--- src/rtl/func_code_issuer_if.sv ---
// Request/code bundle between the requesters, the code issuer and the checker.
// Handshake: a request transfers on a rising edge where valid && ready; code is sampled then.
interface func_code_issuer_if;
    logic       reqA_valid;
    logic [2:0] reqA_code;
    logic       reqA_ready;
    logic       reqB_valid;
    logic [2:0] reqB_code;
    logic       reqB_ready;
    logic [2:0] A;
    logic [2:0] B;
    logic [1:0] S;
    logic [1:0] err;
    logic [1:0] dbg_state;  // [0]: channel A in HOLD, [1]: channel B in HOLD

    modport master (
        output reqA_valid, reqA_code, reqB_valid, reqB_code,
        input  reqA_ready, reqB_ready, A, B, S, err, dbg_state
    );

    modport slave (
        input  reqA_valid, reqA_code, reqB_valid, reqB_code,
        output reqA_ready, reqB_ready, A, B, S, err, dbg_state
    );
endinterface

--- src/rtl/func_code_issuer.sv ---
// Writer of the two functionality codes A/B with per-channel minimum hold and FUNC2 exclusivity.
// Optional blocked-request timeout is enabled by defining FUNC2_TIMEOUT_EN.
module func_code_issuer #(
    parameter int unsigned HOLD_CYCLES = 4,
    parameter int unsigned TIMEOUT     = 16,
    parameter logic [2:0]  FUNC2_CODE  = 3'b010
) (
    input logic               clk,
    input logic               rst,
    func_code_issuer_if.slave bus
);
    typedef enum logic {IDLE = 1'b0, HOLD = 1'b1} state_t;

    localparam logic [7:0] HOLD_INIT = 8'(HOLD_CYCLES - 1);

    state_t     state_a_q, state_a_d, state_b_q, state_b_d;
    logic [7:0] hold_a_q, hold_a_d, hold_b_q, hold_b_d;
    logic [2:0] code_a_q, code_a_d, code_b_q, code_b_d;
    logic [1:0] s_q, s_d;
    logic       blk_a, blk_b, expire_a, expire_b;
    logic       ready_a, ready_b, take_a, take_b;

    // B also yields when A grabs FUNC2 on this same edge, so both can never own it at once.
    assign blk_a = (bus.reqA_code == FUNC2_CODE) && (code_b_q == FUNC2_CODE);
    assign blk_b = (bus.reqB_code == FUNC2_CODE) &&
                   ((code_a_q == FUNC2_CODE) || (take_a && (bus.reqA_code == FUNC2_CODE)));

    assign ready_a = (state_a_q == IDLE) && (!blk_a || expire_a);
    assign ready_b = (state_b_q == IDLE) && (!blk_b || expire_b);
    assign take_a  = bus.reqA_valid && ready_a && !expire_a;
    assign take_b  = bus.reqB_valid && ready_b && !expire_b;

`ifdef FUNC2_TIMEOUT_EN
    localparam logic [7:0] TIMEOUT_V = 8'(TIMEOUT);

    logic [7:0] wait_a_q, wait_a_d, wait_b_q, wait_b_d;
    logic [1:0] err_q, err_d;

    // The expiry cycle raises ready but the request is dropped, not transferred.
    assign expire_a = (state_a_q == IDLE) && blk_a && (wait_a_q == TIMEOUT_V);
    assign expire_b = (state_b_q == IDLE) && blk_b && (wait_b_q == TIMEOUT_V);

    always_comb begin
        wait_a_d = 8'd0;
        wait_b_d = 8'd0;
        if (bus.reqA_valid && (state_a_q == IDLE) && blk_a && !expire_a)
            wait_a_d = wait_a_q + 8'd1;
        if (bus.reqB_valid && (state_b_q == IDLE) && blk_b && !expire_b)
            wait_b_d = wait_b_q + 8'd1;
        err_d = err_q | {bus.reqB_valid && expire_b, bus.reqA_valid && expire_a};
    end

    always_ff @(posedge clk) begin
        if (rst) begin
            wait_a_q <= 8'd0;
            wait_b_q <= 8'd0;
            err_q    <= 2'b00;
        end else begin
            wait_a_q <= wait_a_d;
            wait_b_q <= wait_b_d;
            err_q    <= err_d;
        end
    end

    assign bus.err = err_q;
`else
    assign expire_a = 1'b0;
    assign expire_b = 1'b0;
    assign bus.err  = 2'b00;
`endif

    always_comb begin
        state_a_d = state_a_q;
        state_b_d = state_b_q;
        hold_a_d  = hold_a_q;
        hold_b_d  = hold_b_q;
        code_a_d  = code_a_q;
        code_b_d  = code_b_q;

        if (state_a_q == IDLE) begin
            if (take_a) begin
                code_a_d  = bus.reqA_code;
                state_a_d = HOLD;
                hold_a_d  = HOLD_INIT;
            end
        end else if (hold_a_q == 8'd0) begin
            state_a_d = IDLE;
        end else begin
            hold_a_d = hold_a_q - 8'd1;
        end

        if (state_b_q == IDLE) begin
            if (take_b) begin
                code_b_d  = bus.reqB_code;
                state_b_d = HOLD;
                hold_b_d  = HOLD_INIT;
            end
        end else if (hold_b_q == 8'd0) begin
            state_b_d = IDLE;
        end else begin
            hold_b_d = hold_b_q - 8'd1;
        end

        // Ownership flags follow the codes being registered on this edge.
        s_d = {(code_b_d == FUNC2_CODE) && (code_a_d != FUNC2_CODE),
               (code_a_d == FUNC2_CODE) && (code_b_d != FUNC2_CODE)};
    end

    always_ff @(posedge clk) begin
        if (rst) begin
            state_a_q <= IDLE;
            state_b_q <= IDLE;
            hold_a_q  <= 8'd0;
            hold_b_q  <= 8'd0;
            code_a_q  <= 3'd0;
            code_b_q  <= 3'd0;
            s_q       <= 2'b00;
        end else begin
            state_a_q <= state_a_d;
            state_b_q <= state_b_d;
            hold_a_q  <= hold_a_d;
            hold_b_q  <= hold_b_d;
            code_a_q  <= code_a_d;
            code_b_q  <= code_b_d;
            s_q       <= s_d;
        end
    end

    assign bus.reqA_ready = ready_a;
    assign bus.reqB_ready = ready_b;
    assign bus.A          = code_a_q;
    assign bus.B          = code_b_q;
    assign bus.S          = s_q;
    assign bus.dbg_state  = {state_b_q == HOLD, state_a_q == HOLD};
endmodule

--- src/flat_wrapper.sv ---
// flat-port wrapper written by rule: the top's interface ports become plain ports
module func_code_issuer_flat 
#(
    parameter int unsigned HOLD_CYCLES = 4,
    parameter int unsigned TIMEOUT     = 16,
    parameter logic [2:0]  FUNC2_CODE  = 3'b010
)
  (clk, rst, bus_reqA_valid, bus_reqA_code, bus_reqB_valid, bus_reqB_code, bus_reqA_ready, bus_reqB_ready, bus_A, bus_B, bus_S, bus_err, bus_dbg_state);
  func_code_issuer_if bus_i ();
  input logic clk;
  input logic rst;
  input wire logic [$bits(bus_i.reqA_valid)-1:0] bus_reqA_valid;
  input wire logic [$bits(bus_i.reqA_code)-1:0] bus_reqA_code;
  input wire logic [$bits(bus_i.reqB_valid)-1:0] bus_reqB_valid;
  input wire logic [$bits(bus_i.reqB_code)-1:0] bus_reqB_code;
  output wire logic [$bits(bus_i.reqA_ready)-1:0] bus_reqA_ready;
  output wire logic [$bits(bus_i.reqB_ready)-1:0] bus_reqB_ready;
  output wire logic [$bits(bus_i.A)-1:0] bus_A;
  output wire logic [$bits(bus_i.B)-1:0] bus_B;
  output wire logic [$bits(bus_i.S)-1:0] bus_S;
  output wire logic [$bits(bus_i.err)-1:0] bus_err;
  output wire logic [$bits(bus_i.dbg_state)-1:0] bus_dbg_state;
  assign bus_i.reqA_valid = bus_reqA_valid;
  assign bus_i.reqA_code = bus_reqA_code;
  assign bus_i.reqB_valid = bus_reqB_valid;
  assign bus_i.reqB_code = bus_reqB_code;
  assign bus_reqA_ready = bus_i.reqA_ready;
  assign bus_reqB_ready = bus_i.reqB_ready;
  assign bus_A = bus_i.A;
  assign bus_B = bus_i.B;
  assign bus_S = bus_i.S;
  assign bus_err = bus_i.err;
  assign bus_dbg_state = bus_i.dbg_state;
  func_code_issuer #(.HOLD_CYCLES(HOLD_CYCLES), .TIMEOUT(TIMEOUT), .FUNC2_CODE(FUNC2_CODE)) u_core (.clk(clk), .rst(rst), .bus(bus_i));
endmodule
--- config.mk ---
export PLATFORM = sky130hd
export DESIGN_NAME = func_code_issuer_flat
export DESIGN_NICKNAME = d
export VERILOG_FILES = /design/src/rtl/func_code_issuer_if.sv /design/src/rtl/func_code_issuer.sv /design/src/flat_wrapper.sv
export SDC_FILE = /design/constraint.sdc
export NUM_CORES = 1
export LEC_CHECK = 0
export ABC_AREA = 1
export BUFFER_PORTS_ARGS = -buffer_cell sky130_fd_sc_hd__buf_2
export CAP_MARGIN = 10
export CELL_PAD_IN_SITES_DETAIL_PLACEMENT = 1
export CELL_PAD_IN_SITES_GLOBAL_PLACEMENT = 2
export CORE_MARGIN = 4
export CORE_UTILIZATION = 28
export CTS_CLUSTER_SIZE = 30
export DETAILED_ROUTE_END_ITERATION = 10
export GPL_TIMING_DRIVEN = 0
export PLACE_DENSITY_LB_ADDON = 0.1
export RECOVER_POWER = 25
export SYNTH_ARGS = -nofsm -noshare
export SYNTH_HDL_FRONTEND = slang
export SYNTH_SLANG_ARGS = --single-unit
export TNS_END_PERCENT = 30
--- constraint.sdc ---
create_clock -name clk -period 1.4 [get_ports clk]
set_input_delay 0.28 -clock clk [delete_from_list [all_inputs] [get_ports clk]]
set_output_delay 0.28 -clock clk [all_outputs]
set_load 0.01 [all_outputs]
==> run_results.csv <==
group,metric,value,unit
run_status,status,"finished with violations",
run_status,violations,"negative setup slack",
setup_path,reg2reg_slack,-0.09,ns
timing,fin_ws,-0.0931,ns
setup_path,cp-end-kind,"register",
logic_synthesis,syn-instance-count,192,
floorplanning,core_area,4820,um^2
logic_synthesis,ys_ff_latch,26,
route,dr_total_vias,1314,
logic_synthesis,synth_edf_count,0,
floorplanning,die_w,79.1,um
flow_run,max-cap-violations,0,
setup_path,worstPathRequired,1.60,ns
grt,grt_pass1_wl,6270,um
timing,slew_viol_final,0,
timing,holdWs,0.313,ns
floorplanning,die_area,6250,um^2
finish,antenna_cells,0,
timing,fin_setup_tns,-0.661,ns
place,routabilityCongestion,0.720,
route,routed_wl,3530,um
clock_tree,clk_latency,0.27,ns
floorplanning,initial_core_util,29.4,%
floorplanning,die_h,79.1,um
logic_synthesis,synth_warnings,0,
power_and_ir_drop,pwr_density_cell,1150,nW/um^2
clock_tree,clock_sinks,26,
worst_hold_path,min_path_cells,3,
grt,grt_start_max_net_pins,14,
clock_tree,clk_pin_slew_worst_paths,0.09,ns
route,drtIter0Drc,35,
logic_synthesis,synth_area,1410,um^2
setup_path,r2r_cells,9,
setup_path,rr_startpoint,"u_core.hold_b_q[1]$_SDFFE_PP0P_",
finish,nNetsFinal,242,
setup_path,crit_path_max_fanout,7,
route,avgViaCountPerCell,4.45,
timing,timing.fmax,670,MHz
worst_hold_path,hold_path_class,"in -> reg",
grt,grt_pass1_vias,1410,
grt,antenna_found_initial,0,
clock_tree,h-tree-depth,1,
setup_path,crit_type,"reg -> reg",
clock_tree,root_buffer,"clkbuf_8",
worst_hold_path,min_from,"bus_reqA_code[0]",
route,drtPass1Iterations,4,
logic_synthesis,synth_common_cells,"nand2_1 (35), nor2_1 (27), dfxtp_1 (26), inv_1 (26), nand3_1 (10)",
floorplanning,num_rows,25,
place,pre_cts_ws,-0.148,ns
clock_tree,cts_hold_buf,0,
clock_tree,cts_tree,"done",
timing,worst_pin_slew,0.579,ns
finish,num-fill-cells,631,
finish,layout-area-overhead-vs-synth,29.3,%
logic_synthesis,syn_avg_cell_area,7.36,um^2
setup_path,r2r_end,"u_core.hold_b_q[0]$_SDFFE_PP0P_",
timing,skew,0.00417,ns
grt,gr-total-overflow,0,
setup_path,worst_setup_path_start_kind,"register",
logic_synthesis,synthDistinctLibCells,33,
timing,final_hold_viol_count,0,
timing,final.period_utilization,107,%
timing,setup_violations,12,
finish,drive_gt1_share,35.1,%
timing,period_minus_slack,1.49,ns
clock_tree,clockBufferDepth,2,
logic_synthesis,synth_top_area_share,36.8,%
route,postRouteAntennaNets,0,
logic_synthesis,yosys.area.top_type,"dfxtp_1",
clock_tree,cts_made_buffers,3,
timing,slew_headroom,61.4,%
finish,final_util,37.9,%
route,wire_per_inst,12.0,um
power_and_ir_drop,p_leak,0.827,nW
place,port_buffers,20,
timing,rsz0062_at_grt,"true",
grt,grt_usage,12.4,%
logic_synthesis,synth.area.top_cells,"dfxtp_1 (37%), nand2_1 (9.3%), nor2_1 (7.2%), inv_1 (6.9%), nand3_1 (3.5%)",
power_and_ir_drop,worst_ir_drop_vdd,0.000414,V
route,route.detailed.drc,0,
setup_path,crit_arrival,1.69,ns
logic_synthesis,synth.most_common_cell,"nand2_1",
logic_synthesis,async_reset_ff_share,0,%
logic_synthesis,synth_ff_type,"dfxtp_1",
worst_hold_path,min_to,"u_core.bus.A[0]$_SDFF_PP0_",
place,dp_hpwl,2710,um
logic_synthesis,ys_seq_area_share,36.8,%
floorplanning,io_pins,24,
cell type report:
type / count / area (um^2) / area share (%)
buffer: 6 / 37.5 / 2.05
clock buffer: 3 / 41.3 / 2.26
inverter: 29 / 121 / 6.64
multi-input combinational: 133 / 828 / 45.3
sequential: 26 / 529 / 29.0
tap: 67 / 83.8 / 4.59
timing repair buffer: 31 / 186 / 10.2
sequential cells by signal (all words and copies together) (netlist names):
name              flops
u_core.hold_a_q       8
u_core.hold_b_q       8
u_core.bus.A          3
u_core.bus.B          3
u_core.bus.S          2
u_core.state_a_q      1
u_core.state_b_q      1
what timing repair did:
| item | CTS | global route |
|---|---|---|
| buffers inserted | 10 | 1 |
| gates resized for setup | 24 | 9 |
| pin swaps | 7 | 9 |
| cloned | 1 | 0 |
| endpoints found under the setup margin | 21 | 24 |
metrics by stage:
| step | cells | instance area (um^2) | power (mW) |
|---|---|---|---|
| floorplan | 193 | 1420 | 1.37 |
| detailed placement | 280 | 1600 | 1.54 |
| global route | 295 | 1830 | 2.28 |
| CTS | 294 | 1800 | 2.12 |
| finish | 295 | 1830 | 2.11 |
| global placement | 280 | 1600 | 1.52 |
cell usage in the layout (no fill, tap or decap), drive strengths merged, types with 6 or more instances in the layout:
cell type	Yosys	layout
dfxtp	26	26
nand2	42	43
o21ai	8	8
inv	29	29
buf	4	32
nand3	14	14
nor2	32	32
a21oi	13	13
clkbuf	2	8
nand4	6	6
metal layers:
| metal | global-route usage, % | share of wire, % |
|---|---|---|
| met5 | 0 | 0 |
| met3 | 1.81 | 2.3 |
| met4 | 3.09 | 0.51 |
| met2 | 23.8 | 53 |
| met1 | 14.1 | 44 |
where the power goes:
group / internal [mW] / switching [mW] / leakage, nW
registers: 0.819 / 0.0750 / 0.215
logic: 0.341 / 0.451 / 0.590
clock network: 0.193 / 0.231 / 0.0216
worst max-delay path: stages (launching register included):
cell and delay [ns]:
dfxtp_1 0.33, inv_1 0.09, ha_4 0.16, nand3_4 0.09
o31ai_4 0.23, buf_6 0.16, nand2_8 0.08, inv_8 0.10
nand2_1 0.05, a21oi_1 0.13
kinds of logic (layout without fill, tap and decap cells):
logic type	after synthesis	count (layout)	synth area share, %
other	1	2	0.265
AO/OA/AOI/OAI	27	27	12.7
AND/OR/NAND/NOR	95	96	33.8
flip-flops	26	26	36.8
buffers and inverters	35	69	10.9
XOR/XNOR	6	6	3.72
adder cells (fa/ha/maj)	2	2	1.77
how the worst max path moves through the flow:
| stage | start | slack, ns | cells past startpoint | endpoint |
|---|---|---|---|---|
| final | u_core.hold_b_q[1]$_SDFFE_PP0P_ | -0.09 | 9 | u_core.hold_b_q[0]$_SDFFE_PP0P_ |
| after global routing | u_core.bus.B[0]$_SDFF_PP0_ | -0.18 | 12 | u_core.hold_b_q[3]$_SDFFE_PP0P_ |
| after CTS | u_core.bus.B[2]$_SDFF_PP0_ | -0.1 | 11 | u_core.hold_b_q[3]$_SDFFE_PP0P_ |
| after detailed placement | u_core.hold_a_q[0]$_SDFFE_PP0P_ | -0.15 | 9 | u_core.hold_a_q[6]$_SDFFE_PP0P_ |
| after global placement | u_core.hold_b_q[0]$_SDFFE_PP0P_ | -0.13 | 8 | u_core.hold_b_q[6]$_SDFFE_PP0P_ |
| after floorplan | u_core.hold_b_q[0]$_SDFFE_PP0P_ | 0.02 | 8 | u_core.hold_b_q[7]$_SDFFE_PP0P_ |
No activity file was read; power rests on OpenSTA's default activity.
